`src/rtl/rx_pkg.sv`:
```
// Shared constants for the rx length controller.
// State encoding and Ethernet frame length limits.
package rx_pkg;

  typedef enum logic [1:0] {
    IDLE  = 2'd0,
    RECV  = 2'd1,
    CHECK = 2'd2
  } rx_state_t;

  localparam int BYTES_PER_WORD = 8;
  localparam int MIN_LEN        = 64;
  localparam int MAX_LEN        = 1518;
  localparam int JUMBO_LEN      = 9018;
  localparam int VLAN_ADD       = 4;

endpackage

```
`src/rtl/rx_len_ctrl_cnt.sv`:
```
// Word counter: load sets to 1, en increments.
// Load wins over en; reset value is 1.
module rx_len_ctrl_cnt #(
  parameter int WIDTH = 11
) (
  input  logic             clk,
  input  logic             reset,
  input  logic             load,
  input  logic             en,
  output logic [WIDTH-1:0] count
);

  always_ff @(posedge clk or posedge reset) begin
    if (reset) begin
      count <= WIDTH'(1);
    end else if (load) begin
      count <= WIDTH'(1);
    end else if (en) begin
      count <= count + WIDTH'(1);
    end
  end

endmodule

```
`src/rtl/rx_len_ctrl.sv`:
```
// Rx frame length controller: counts words per frame and
// reports byte length with runt/oversize flags.
module rx_len_ctrl #(
  parameter int WIDTH     = 11,
  parameter int MIN_LEN   = rx_pkg::MIN_LEN,
  parameter int MAX_LEN   = rx_pkg::MAX_LEN,
  parameter int JUMBO_LEN = rx_pkg::JUMBO_LEN
) (
  input  logic             clk,
  input  logic             reset,
  input  logic             rx_start,
  input  logic             rx_data_valid,
  input  logic             rx_end,
  input  logic [2:0]       rx_end_bytes,
  input  logic             rx_tagged,
  input  logic             cfg_jumbo_en,
  output logic             in_frame,
  output logic [WIDTH-1:0] word_cnt,
  output logic [15:0]      frame_len,
  output logic             len_valid,
  output logic             too_short,
  output logic             too_long,
  output logic             frame_abort
);

  import rx_pkg::*;

  rx_state_t  state, state_nxt;
  logic       load, en, latch, abort_set;
  logic       sat, sat_set, sat_flag;
  logic [2:0] end_bytes_q;
  logic       tagged_q;
  logic [15:0] bytes, len, limit;

  rx_len_ctrl_cnt #(
    .WIDTH (WIDTH)
  ) u_cnt (
    .clk   (clk),
    .reset (reset),
    .load  (load),
    .en    (en),
    .count (word_cnt)
  );

  assign sat      = (word_cnt == {WIDTH{1'b1}});
  assign in_frame = (state == RECV);

  always_comb begin
    state_nxt = state;
    load      = 1'b0;
    en        = 1'b0;
    latch     = 1'b0;
    abort_set = 1'b0;
    sat_set   = 1'b0;
    unique case (state)
      IDLE: begin
        if (rx_start) begin
          load      = 1'b1;
          latch     = rx_end;
          state_nxt = rx_end ? CHECK : RECV;
        end
      end
      RECV: begin
        en      = rx_data_valid & ~rx_start & ~sat;
        sat_set = rx_data_valid & ~rx_start & sat;
        if (rx_start) begin
          abort_set = 1'b1;
          load      = 1'b1;
          latch     = rx_end;
          state_nxt = rx_end ? CHECK : RECV;
        end else if (rx_end) begin
          latch     = 1'b1;
          state_nxt = CHECK;
        end
      end
      CHECK: begin
        if (rx_start) begin
          load      = 1'b1;
          latch     = rx_end;
          state_nxt = rx_end ? CHECK : RECV;
        end else begin
          state_nxt = IDLE;
        end
      end
      default: state_nxt = IDLE;
    endcase
  end

  // Length uses the counter before any same-edge reload.
  always_comb begin
    bytes = (end_bytes_q == 3'd0) ? 16'(BYTES_PER_WORD)
                                  : 16'(end_bytes_q);
    len   = ((16'(word_cnt) - 16'd1) << 3) + bytes;
    limit = (cfg_jumbo_en ? 16'(JUMBO_LEN) : 16'(MAX_LEN))
          + (tagged_q ? 16'(VLAN_ADD) : 16'd0);
  end

  always_ff @(posedge clk or posedge reset) begin
    if (reset) begin
      state <= IDLE;
    end else begin
      state <= state_nxt;
    end
  end

  always_ff @(posedge clk or posedge reset) begin
    if (reset) begin
      sat_flag    <= 1'b0;
      end_bytes_q <= 3'd0;
      tagged_q    <= 1'b0;
    end else begin
      if (load) begin
        sat_flag <= 1'b0;
      end else if (sat_set) begin
        sat_flag <= 1'b1;
      end
      if (latch) begin
        end_bytes_q <= rx_end_bytes;
        tagged_q    <= rx_tagged;
      end
    end
  end

  always_ff @(posedge clk or posedge reset) begin
    if (reset) begin
      frame_len   <= 16'd0;
      too_short   <= 1'b0;
      too_long    <= 1'b0;
      len_valid   <= 1'b0;
      frame_abort <= 1'b0;
    end else begin
      len_valid   <= (state == CHECK);
      frame_abort <= abort_set;
      if (state == CHECK) begin
        frame_len <= len;
        too_short <= (len < 16'(MIN_LEN));
        too_long  <= (len > limit) | sat_flag;
      end
    end
  end

endmodule

```
`config.mk`:
```
export PLATFORM = sky130hd
export DESIGN_NAME = rx_len_ctrl
export DESIGN_NICKNAME = d
export VERILOG_FILES = /design/src/rtl/rx_pkg.sv /design/src/rtl/rx_len_ctrl_cnt.sv /design/src/rtl/rx_len_ctrl.sv
export SDC_FILE = /design/constraint.sdc
export NUM_CORES = 1
export LEC_CHECK = 0
export BUFFER_PORTS_ARGS = -buffer_cell sky130_fd_sc_hd__buf_4
export CORE_UTILIZATION = 57
export DETAILED_ROUTE_END_ITERATION = 12
export PLACE_DENSITY = 0.8
export SYNTH_ARGS = -nofsm -noshare
export SYNTH_HDL_FRONTEND = slang
export SYNTH_SLANG_ARGS = --single-unit
```
`constraint.sdc`:
```
create_clock -name clk -period 4.3 [get_ports clk]
set_input_delay 0.43 -clock clk [delete_from_list [all_inputs] [get_ports clk]]
set_output_delay 0.43 -clock clk [all_outputs]
set_load 0.02 [all_outputs]
```
# Word level (Yosys, flattened, before mapping)
# Index checks and enable logic that the tools add are counted.
word_totals:
  regBits: 38
  inputBits: 10
  out_inout_bits: 32
  word_cells: 56
op_classes:
  addsub: 4
  order_cmp: 2
  eq_ne: 5
  n_mux: 22
  bitwise: 6
  reduce_logical: 7
ops:
  columns: ["op", "n"]
  rows:
  - ["11-bit 2-to-1 mux", 2]
  - ["15-bit by 5-bit adder with 16-bit output", 1]
  - ["16-bit by 15-bit greater-than comparator with 1-bit output", 1]
  - ["16-bit by 7-bit < comparator with 1-bit output, second input constant", 1]
  - ["14-bit by 3-bit adder with 15-bit output", 1]
  - ["14-bit 2-to-1 mux", 1]
  - ["11-bit by 1-bit subtractor with 12-bit output, second input constant", 1]
  - ["11-bit by 1-bit adder with 11-bit output, second input constant", 1]
  - ["11-bit equality test, second input constant", 1]
  - ["1-bit 2-to-1 mux", 10]
  - ["2-bit 2-to-1 mux", 5]
  - ["2-bit case mux with 3 select lines", 1]
  - ["4-bit 2-to-1 mux", 1]
  - ["2-bit nonzero test", 2]
  - ["1-bit AND", 3]
  - ["3-bit zero test", 1]
  - ["3-bit 2-to-1 mux", 1]
  - ["3-bit inequality test, second input constant", 1]
  - ["3-bit OR reduction", 1]
  - ["2-bit by 1-bit equality test with 1-bit output, second input constant", 1]
  - ["2-bit equality test, second input constant", 1]
  - ["2-bit zero test", 1]
  - ["2-bit inequality test, second input constant", 1]
  - ["1-bit NOT", 2]
  - ["4 further kinds", 4]

# Logic depth before layout (Yosys ltp)
logic_depth:
  word_depth: 6
  mapped_depth: 17
  depth_no_buf: 16

# Modules after synthesis
# A second synthesis with hierarchy kept.
unflattened:
  hier_cells: 291
  area_unflattened_um2: 2546.2
modules_own_cells:
  columns: ["mod", "instances", "cells_each", "area_each_um2", "seq_area_each_um2"]
  rows:
  - ["rx_len_ctrl", 1, 235, 1985.7, 675.6]
  - ["rx_len_ctrl_cnt", 1, 56, 560.5, 276.5]

# Least setup slack after synthesis
# OpenSTA, ideal clock, no wires.
synth_path:
  path_kind: "reg2reg"
  start: "register u_cnt.count[0]"
  end: "register too_long"
  setup_ns: 0.126
  arrival_ns: 3.474
  required_ns: 4.174
  slack_ns: 0.700
  path_stages_with_launch: 16
  path_buffers: 1
  period_less_slack_ns: 3.600
  path_cell_list: "dfstp_2 buf_2 inv_1 ha_1 inv_1 ha_1 and3_1 a41oi_1 or2_1 a21oi_2 xnor2_1 ha_1 nand3b_1 or4_1 a311oi_1 nor2_1"
synth_via:
  elab_chain_len: 4
synth_rtl:
  columns: ["item", "line", "text"]
  rows:
  - ["from (decl)", "rx_len_ctrl_cnt.sv:10", "output logic [WIDTH-1:0] count"]
  - ["from (signal assigned)", "rx_len_ctrl_cnt.sv:19", "count <= count + WIDTH'(1);"]
  - ["11-bit by 1-bit subtractor with 12-bit output", "rx_len_ctrl.sv:93", "len = ((16'(word_cnt) - 16'd1) << 3) + bytes;"]
  - ["15-bit by 5-bit adder with 16-bit output", "rx_len_ctrl.sv:93", null]
  - ["via len[13]", "rx_len_ctrl.sv:33", "logic [15:0] bytes, len, limit;"]
  - ["16-bit by 15-bit greater-than comparator with 1-bit output", "rx_len_ctrl.sv:137", "too_long <= (len > limit) | sat_flag;"]
  - ["1-bit OR", "rx_len_ctrl.sv:137", null]
  - ["to (signal assigned)", "rx_len_ctrl.sv:137", null]
  - ["to (decl)", "rx_len_ctrl.sv:22", "output logic too_long,"]
# The timed path passes the listed nets, and every way through them passes these cells.
# A chain may end at the register's enable or synchronous reset.

# Worst setup path in the final report
layout_path:
  start: "register u_cnt.count[1]"
  end: "register too_long"
# The elaborated chain is that of the path after synthesis.

==> impl_results.md <==
* Die Wd at 70.0 µm
* Worst Path Required at 4.48 ns
* Gr usage total at 25.0%
* Mux contribution to synthesized area at 1.99%
* Status: finished, final reports clean
* Total gr overflow at 0
* Routed WL at 5480 µm
* HP Class: in -> async
* Clk_skew at 0.00646 ns
* Hold Buf Count CTS at 0
* Clk sink count at 38
* Final min period at 3.84 ns
* Number of flops mapped to enable cells by yosys at 0
* TritonCTS clock tree: built
* Mapped Nets at 328
* Cells resized by post-CTS repair at 0
* Antenna Cells at 0
* Setup_tns at 0 ns
* First-pass GRT wire length at 9740 µm
* Core Region at 4410 µm²
* XOR/XNOR Fraction of Synth Area at 8.30%
* Actual slew at the worst max-slew pin at 0.758 ns
* Synthesized area per cell at 8.71 µm²
* Worst EP arrival at 4.02 ns
* Die area at 4910 µm²
* VDD IR max at 0.204 mV
* HPWL after DPL at 4150 µm
* Crit path max fanout at 9
* Pwr Density at 299 nW/µm²
* Async set or reset register ratio after synthesis at 100%
* Critical Path Sink Type: register
* CP Launch Type: register
* Endpoints failing setup at 0
* Clk buf depth at 2
* Post-synthesis compound-gate area fraction at 14.5%
* Slew HR at 49.5%
* Num CTS Buffers at 5
* Period utilisation layout at 89.2%
* Leakage at 0.00150 µW
* Site Rows at 24
* Max Cap Viol at 0
* Crit Path Category: reg -> reg
* Drt first pass iters at 4
* Leading area contributor after synthesis: dfrtp_1
* I/O pin count at 42
* Vias in the first global route at 2140
* Vias per cell at 5.65
* RSZ-0062 raised after global routing: no
* H-tree Lvls at 2
* Adder-cell area share of the yosys netlist at 7.11%
* Reg clk slew, reported paths at 0.08 ns
* DP Area at 2960 µm²
* Nets at 362
* Initial antenna violation count at 0
* Slew Viols, Final at 0
* Leading register cell type out of synthesis: dfrtp_1
* Distinct cells, synth at 56
* Starting density of the core at 59.8%
* Fin area at 3050 µm²
* Total of warnings raised by yosys at 0
* Initial DRC count at 187
* Largest net degree at the start of global routing at 39
* Largest family of logic cells by synthesized area: simple AND/OR/NAND/NOR gates
* Chip Height at 70.0 µm
* DR vias at 2205
* GPL Wtd Cong at 0.899
* Synth Area in Simple Gates at 26.7%
* Synth area leaders: dfrtp_1 (35%), nand2_1 (8.0%), ha_1 (7.1%), xnor2_1 (4.6%), xor2_1 (3.7%)
* Worst-Skew Late Latency at 0.30 ns
* Post-synthesis sequential area ratio at 36.1%
* FF+latch count, synth at 38
* Root Driver: clkbuf_8
* Final hold violation count at 0
* ANT nets after route at 0
* Postcts setup bufs at 0
* Fmax at 261 MHz
* Post-Syn Area at 2640 µm²
* Port bufs at 41
* Post-Syn Instances at 303
* Wire per inst at 14.1 µm
* Layout cells sized above 1 at 19.8%
* Synth top area share at 35.1%
* Layout Area Growth over Synthesis at 15.6%
* DRC errors left at 0
logic make-up (layout without fill, tap and decap cells):
group / count (synthesis) / in the layout
AND/OR/NAND/NOR: 137 / 137
multiplexers: 5 / 5
XOR/XNOR: 25 / 25
flip-flops: 38 / 38
AO/OA/AOI/OAI: 51 / 51
buffers and inverters: 32 / 67
adder cells (fa/ha/maj): 15 / 15
cells in the mapped netlist (2+ instances only):
cell      instances
buf_2             5
a41oi_1           2
mux2i_1           3
buf_6             2
dfrtp_1          37
ha_1             15
nor4_1            5
nand3_1           5
and3_1            3
inv_1            14
buf_1             2
mux2_2            2
and2_1            5
or3_1             2
nor4_4            2
a21o_1            4
clkbuf_1          9
nand3b_1          5
xnor2_1          14
xor2_1           11
nand2b_1          4
a21boi_0          2
nand4_1           4
nor3_1            6
nor2b_1           6
o21ai_0          15
a21oi_1           6
nor2_1           25
a211oi_1          6
nand2_1          56
final cells by class:
class | instances | area [µm²]
Fill cell | 377 | 1360
Timing Repair Buffer | 45 | 338
Inverter | 14 | 52.6
Clock inverter | 1 | 5.00
Multi-Input combinational cell | 233 | 1550
Clock buffer | 7 | 86.3
Sequential cell | 38 | 952
Tap cell | 52 | 65.1
routing by layer:
| layer | GRT usage (%) | part of all wire (%) |
|---|---|---|
| met2 | 39.7 | 46 |
| met1 | 33.0 | 47 |
| met4 | 10.2 | 1.5 |
| met3 | 5.48 | 5.3 |
| met5 | 0 | 0 |
report_power, final:
| group | total, µW | switching, µW | leakage, µW | internal [µW] |
|---|---|---|---|---|
| Combinational | 234 | 136 | 0.000948 | 98.5 |
| Clock | 254 | 125 | 0.0000482 | 129 |
| Sequential | 423 | 26.9 | 0.000507 | 396 |
| Total | 911 | 288 | 0.00150 | 624 |
registers in the layout, summed over array words and instances (netlist names), 2 cells and up:
signal	cells
end_bytes_q	3
frame_len	16
state	2
u_cnt.count	11
path summary, 6_finish.rpt:
check	from	endpoint	slack (ns)	depth (start not counted)
setup reg to reg	u_cnt.count[1]	too_long	0.46	13
max in group asynchronous	reset	u_cnt.count[0]	3.71	3
setup / recovery	u_cnt.count[1]	too_long	0.46	13
hold reg to reg	frame_len[7]	frame_len[7]	0.48	2
min in group clk	rx_end	state[0]	0.28	2
hold / removal	reset	tagged_q	0.24	3
placed cells by master, fill, tap and decap left out, types with 2 or more instances in the layout:
cell type	netlist	layout
buf_4	0	45
a21o_1	4	4
a21boi_0	2	2
and2_1	5	5
mux2_2	2	2
o21ai_0	15	15
nand3b_1	5	5
nor2_1	25	25
nand2b_1	4	4
ha_1	15	15
nor2b_1	6	6
nor4_1	5	5
a21oi_1	6	6
mux2i_1	3	3
nand2_1	56	56
dfrtp_1	37	37
a211oi_1	6	6
clkbuf_8	0	6
nand3_1	5	5
a41oi_1	2	2
or3_1	2	2
and3_1	3	3
inv_1	14	14
nor4_4	2	2
nand4_1	4	4
xor2_1	11	11
nor3_1	6	6
xnor2_1	14	14
worst max-delay path, cell delays in order, from the launching register on:
cell      delay [ns]
dfrtp_1         0.48
inv_1           0.11
ha_1            0.37
nor4b_2         0.48
and3_1          0.25
a41oi_1         0.10
or2_1           0.35
a21oi_2         0.20
xnor2_1         0.12
ha_1            0.33
nand3b_1        0.07
or4_1           0.47
a311oi_1        0.29
nor2_1          0.08
metrics by stage:
stage | utilization [%] | hold slack (ns) | power [µW] | worst slack, ns | instances
2_1_floorplan | - | 0.454 | 577 | 0.700 | 303
3_3_place_gp | 67.0 | 0.462 | 659 | 0.666 | 382
3_5_place_dp | 67.0 | 0.464 | 663 | 0.514 | 382
4_1_cts | 69.1 | 0.255 | 916 | 0.489 | 390
5_1_grt | 69.1 | 0.282 | 964 | 0.177 | 390
6_report | 69.1 | 0.240 | 911 | 0.464 | 390
No activity file was read; power rests on OpenSTA's default activity.
